[src/rtl/fifo_stream_reader_if.sv]
// FIFO read-port and downstream valid/ready stream signals for fifo_stream_reader.
// master = the reader, slave = FIFO plus downstream consumer.
interface fifo_stream_reader_if #(
    parameter int unsigned FIFO_WIDTH = 16
);
    logic                  fifo_rd_en;
    logic [FIFO_WIDTH-1:0] fifo_data_out;
    logic                  fifo_empty;
    logic                  fifo_underflow;
    logic                  m_valid;
    logic                  m_ready;
    logic [FIFO_WIDTH-1:0] m_data;

    modport master (
        output fifo_rd_en,
        output m_valid,
        output m_data,
        input  fifo_data_out,
        input  fifo_empty,
        input  fifo_underflow,
        input  m_ready
    );

    modport slave (
        input  fifo_rd_en,
        input  m_valid,
        input  m_data,
        output fifo_data_out,
        output fifo_empty,
        output fifo_underflow,
        output m_ready
    );
endinterface

[src/rtl/fifo_stream_reader.sv]
// Read-side FIFO controller: credit-based reads into a 2-entry skid buffer,
// presented as a full-throughput valid/ready stream, plus delivery/underflow stats.
module fifo_stream_reader #(
    parameter int unsigned FIFO_WIDTH = 16,
    parameter int unsigned CNT_W      = 16
) (
    input  logic                 clk,
    input  logic                 rst_n,
    input  logic                 enable,
    input  logic                 clr_stats,
    output logic [CNT_W-1:0]     rd_count,
    output logic                 underflow_err,
    fifo_stream_reader_if.master bus
);
    localparam int unsigned OCC_W = 2;

    logic [OCC_W-1:0]      occ, occ_next;
    logic                  inflight;
    logic [FIFO_WIDTH-1:0] head, head_next;
    logic [FIFO_WIDTH-1:0] tail, tail_next;
    logic [CNT_W-1:0]      rd_count_next;
    logic                  underflow_err_next;
    logic                  pop;
    logic [OCC_W-1:0]      credit;
    logic                  rd_en;

    // Read only while the buffer slots not yet spoken for (after this pop) can hold it.
    always_comb begin
        pop    = (occ != OCC_W'(0)) && bus.m_ready;
        credit = occ + OCC_W'(inflight) - OCC_W'(pop);
        rd_en  = rst_n && enable && !bus.fifo_empty && (credit < OCC_W'(2));
    end

    assign bus.fifo_rd_en = rd_en;
    assign bus.m_valid    = (occ != OCC_W'(0));
    assign bus.m_data     = head;

    // Skid buffer update: head is the oldest word, tail only used when occ == 2.
    always_comb begin
        occ_next  = occ;
        head_next = head;
        tail_next = tail;
        case ({inflight, pop})
            2'b01: begin
                head_next = tail;
                occ_next  = occ - OCC_W'(1);
            end
            2'b10: begin
                if (occ == OCC_W'(0)) head_next = bus.fifo_data_out;
                else                  tail_next = bus.fifo_data_out;
                occ_next = occ + OCC_W'(1);
            end
            2'b11: begin
                if (occ == OCC_W'(2)) begin
                    head_next = tail;
                    tail_next = bus.fifo_data_out;
                end else begin
                    head_next = bus.fifo_data_out;
                end
            end
            default: ;
        endcase
    end

    // Statistics: clear beats increment, underflow set beats clear.
    always_comb begin
        rd_count_next      = rd_count;
        underflow_err_next = underflow_err;
        if (clr_stats)  rd_count_next = '0;
        else if (pop)   rd_count_next = rd_count + CNT_W'(1);
        if (bus.fifo_underflow) underflow_err_next = 1'b1;
        else if (clr_stats)     underflow_err_next = 1'b0;
    end

    always_ff @(posedge clk or negedge rst_n) begin
        if (!rst_n) begin
            occ           <= '0;
            inflight      <= 1'b0;
            head          <= '0;
            tail          <= '0;
            rd_count      <= '0;
            underflow_err <= 1'b0;
        end else begin
            occ           <= occ_next;
            inflight      <= rd_en;
            head          <= head_next;
            tail          <= tail_next;
            rd_count      <= rd_count_next;
            underflow_err <= underflow_err_next;
        end
    end
endmodule
[src/flat_wrapper.sv]
// flat-port wrapper written by rule: the top's interface ports become plain ports
module fifo_stream_reader_flat 
#(
    parameter int unsigned FIFO_WIDTH = 16,
    parameter int unsigned CNT_W      = 16
)
  (clk, rst_n, enable, clr_stats, rd_count, underflow_err, bus_fifo_rd_en, bus_m_valid, bus_m_data, bus_fifo_data_out, bus_fifo_empty, bus_fifo_underflow, bus_m_ready);
  fifo_stream_reader_if #(.FIFO_WIDTH(FIFO_WIDTH)) bus_i ();
  input  logic clk;
  input  logic rst_n;
  input  logic enable;
  input  logic clr_stats;
  output logic [CNT_W-1:0] rd_count;
  output logic underflow_err;
  output wire logic [$bits(bus_i.fifo_rd_en)-1:0] bus_fifo_rd_en;
  output wire logic [$bits(bus_i.m_valid)-1:0] bus_m_valid;
  output wire logic [$bits(bus_i.m_data)-1:0] bus_m_data;
  input wire logic [$bits(bus_i.fifo_data_out)-1:0] bus_fifo_data_out;
  input wire logic [$bits(bus_i.fifo_empty)-1:0] bus_fifo_empty;
  input wire logic [$bits(bus_i.fifo_underflow)-1:0] bus_fifo_underflow;
  input wire logic [$bits(bus_i.m_ready)-1:0] bus_m_ready;
  assign bus_fifo_rd_en = bus_i.fifo_rd_en;
  assign bus_m_valid = bus_i.m_valid;
  assign bus_m_data = bus_i.m_data;
  assign bus_i.fifo_data_out = bus_fifo_data_out;
  assign bus_i.fifo_empty = bus_fifo_empty;
  assign bus_i.fifo_underflow = bus_fifo_underflow;
  assign bus_i.m_ready = bus_m_ready;
  fifo_stream_reader #(.FIFO_WIDTH(FIFO_WIDTH), .CNT_W(CNT_W)) u_core (.clk(clk), .rst_n(rst_n), .enable(enable), .clr_stats(clr_stats), .rd_count(rd_count), .underflow_err(underflow_err), .bus(bus_i));
endmodule
[config.mk]
export PLATFORM = sky130hd
export DESIGN_NAME = fifo_stream_reader_flat
export DESIGN_NICKNAME = d
export VERILOG_FILES = /design/src/rtl/fifo_stream_reader_if.sv /design/src/rtl/fifo_stream_reader.sv /design/src/flat_wrapper.sv
export SDC_FILE = /design/constraint.sdc
export NUM_CORES = 1
export LEC_CHECK = 0
export CAP_MARGIN = 40
export CORE_MARGIN = 4
export CORE_UTILIZATION = 26
export CTS_BUF_LIST = sky130_fd_sc_hd__clkbuf_8
export DETAILED_ROUTE_END_ITERATION = 8
export GPL_ROUTABILITY_DRIVEN = 0
export PLACE_DENSITY = 0.46
export SLEW_MARGIN = 5
export SYNTH_ARGS = -nofsm -noshare
export SYNTH_HDL_FRONTEND = slang
export SYNTH_SLANG_ARGS = --single-unit
[constraint.sdc]
create_clock -name clk -period 4.4 [get_ports clk]
set_input_delay 0.88 -clock clk [delete_from_list [all_inputs] [get_ports clk]]
set_output_delay 0.88 -clock clk [all_outputs]
set_load 0.05 [all_outputs]
==> flow_summary.yaml <==
logic_synthesis:
  yosys-top-cells-area: "dfrtp_1, mux2_2, mux2i_1"
  synth_compound_area_share_pct: 8.27
  yosysTopAreaCell: "dfrtp_1"
  synth_top_family_by_area: "multiplexers"
  synth_cell_type_count: 31
  synth_ff_type: "dfrtp_1"
  synth_top_area_share_pct: 55.8
  synth-seq-cells: 52
  synth_adder_area_share_pct: 0.537
  synthXorXnorAreaFrac_pct: 3.76
  synth_edf_count: 0
  avgSynthCellArea_um2: 10.9
  synthCells: 213
  synthSimpleGateAreaFrac_pct: 13.5
  syn_area_um2: 2330
  syn-num-nets: 237
  muxShareOfSynthArea_pct: 15.5
  yosysSeqAreaShare_pct: 55.8
  async_reset_ff_share_pct: 100
  yosysWarnings: 0
detailed_routing:
  wire_per_inst_um: 13.9
  drc: 0
  drt_wl_total_um: 5330
  viasPerCell: 4.57
  drtAntennaViolNets: 0
  drt-pass1-iter-count: 4
  drt_iter0_drc: 37
  vias: 1744
cts:
  ctsHoldBuffers: 0
  post_cts_resized: 0
  cts_sinks: 52
  cts_setup_buffers: 0
  cts_root_buffer: "clkbuf_8"
  clk_path_buf_depth: 2
  clk_latency_ps: 300
  h-tree-depth: 2
  clk_pin_slew_ps: 90
  cts_tree: "yes"
  numCtsBuffers: 5
sta:
  relSlewSlack_pct: 54.8
  clock.fmax_mhz: 263
  tns_ps: 0
  finalMaxSlewViolations: 0
  whs_ps: 489
  fin_crit_ps: 3800
  worst-slew-pin-transition_ps: 678
  hold_violations: 0
  finalCritPeriodShare_pct: 86.4
  grt_setup_unrepaired: "false"
  finalSetupViolCount: 0
  skew_ps: 5.18
floorplanning:
  dieArea_um2: 10500
  core-area_um2: 8720
  ioPinCount: 58
  fp-row-count: 34
  initial_core_util_pct: 26.7
  die_w_um: 103
  die_h_um: 103
global_routing:
  grt_antenna_before_repair: 0
  track_usage_pct: 10.6
  grt_max_degree: 53
  grt_pass1_wl_um: 8690
  gr-total-overflow: 0
  grt_pass1_vias: 1766
layout:
  nets: 297
  syn2layout_area_growth_pct: 36.0
  antenna_cells: 0
  regArea_um2: 1300
  drive_gt1_share_pct: 12.4
  layout_common_cells: "clkdlybuf4s50_1, dfrtp_1, nand2_1"
  multiInputGateArea_um2: 973
  fillers: 870
  final_common_cell: "clkdlybuf4s50_1"
hold_path:
  holdCritStartpoint: "u_core.underflow_err$_DFFE_PN0P_"
  min_to: "u_core.underflow_err$_DFFE_PN0P_"
  hold_class: "register to register"
  min_path_cells: 1
power_and_ir_drop:
  netSwitchingPower_mw: 0.546
  p_leak_nw: 1.38
  p_per_area_nw_per_um2: 475
  p_seq_share_pct: 43.1
  ir_drop_uv: 261
  swShare_pct: 36.3
  p_int_mw: 0.960
  p_comb_share_pct: 35.3
  finalPower_mw: 1.51
  power_frac_clock_pct: 21.5
critical_path:
  critPathLaunchType: "primary input"
  r2r_end: "u_core.rd_count[15]$_DFFE_PN0P_"
  required_ps: 3520
  rrSetupSlack_ps: 2480
  reg2reg_depth: 4
  cp_common_cell: "clkdlybuf4s50_1"
  critPathArrivalTime_ps: 2920
  cp-end-kind: "output pin"
  slowest_stage: "clkdlybuf4s50_1"
  critPathMaxFanout: 6
  crit_path_max_incr_delay_ps: 840
  reg2reg_from: "u_core.occ[1]$_DFFE_PN0P_"
  path_class: "primary input to output pin"
  cp_cell_sequence: "clkdlybuf4s50_1 > nor2b_1 > mux2i_1 > nor2_1 > nor3_1 > clkdlybuf4s50_1"
  startpoint: "bus_m_ready"
place:
  io_buffers: 57
  place_hpwl_um: 3760
outcome:
  outcome: "finished, final reports clean"
run:
  cap_violations: 0
-- power by group through the flow --
stage               registers [mW]  logic [mW]  clock network (mW)
floorplan                    0.861       0.138                   0
global placement             0.661       0.533                   0
detailed placement           0.661       0.540                   0
CTS                          0.652       0.542               0.346
global route                 0.667       0.571               0.363
finish                       0.650       0.533               0.324
-- layout make-up --
type | instances | area share, %
Sequential cell | 52 | 41.0
Timing Repair Buffer | 62 | 19.9
Inverter | 6 | 0.710
Clock buffer | 5 | 2.17
Multi-Input combinational cell | 146 | 30.7
Tap cell | 108 | 4.26
Clock inverter | 3 | 1.22
-- worst max-delay path, delay by kind of cell --
kind | cells | cell delay [ps]
muxes | 1 | 200
and+or+nand+nor | 3 | 490
buffers and inverters | 2 | 1350
-- layer usage --
layer | wire length (µm) | vias to the layer above | share of wire [%] | GRT usage [%]
li1 | - | 858 | - | -
met1 | 2480 | 841 | 47 | 13.7
met2 | 2420 | 41 | 45 | 17.1
met3 | 394 | 4 | 7.4 | 3.72
met4 | 32 | 0 | 0.60 | 2.42
met5 | 0 | - | 0 | 0
-- state kept, by name, indices dropped and copies added, names as in the netlist --
signal,count
u_core.underflow_err,1
u_core.rd_count,16
u_core.tail,16
u_core.inflight,1
u_core.bus.m_data,16
u_core.occ,2
-- per-stage QoR --
stage	instance area (µm²)	setup slack [ps]	cells	utilization, %
after floorplan	2330	1130	213	-
after global placement	3020	613	372	34.6
after detailed placement	3060	575	374	35.1
after CTS	3170	571	382	36.4
after global routing	3170	395	382	36.4
final	3170	598	382	36.4
-- logic make-up (layout without fill, tap and decap cells) --
logic type / after synthesis / in the layout
DFF: 52 / 52
adders and majority gates: 1 / 1
xor gates and xnor gates: 10 / 10
muxes: 34 / 34
buffers and inverters: 15 / 76
AOI/OAI and AO/OA: 33 / 33
and+or+nand+nor: 68 / 68
-- synthesized netlist by cell type (4+ instances only) --
cell type	number
mux2_2	17
nor2_1	14
inv_1	6
or3_1	4
mux2i_1	17
nor4_1	4
xnor2_1	8
a21oi_1	7
nand3_1	5
o21ai_0	18
clkbuf_1	6
nand2_1	27
dfrtp_1	52
nor3_1	5
-- how the worst max path moves through the flow --
| stage | cells past startpoint | end | slack [ps] |
|---|---|---|---|
| after floorplan | 4 | bus_fifo_rd_en | 1130 |
| after global placement | 6 | bus_fifo_rd_en | 610 |
| after detailed placement | 6 | bus_fifo_rd_en | 580 |
| after CTS | 6 | bus_fifo_rd_en | 570 |
| after global routing | 6 | bus_fifo_rd_en | 390 |
| final | 6 | bus_fifo_rd_en | 600 |
Power figures use the tool's default switching activity.
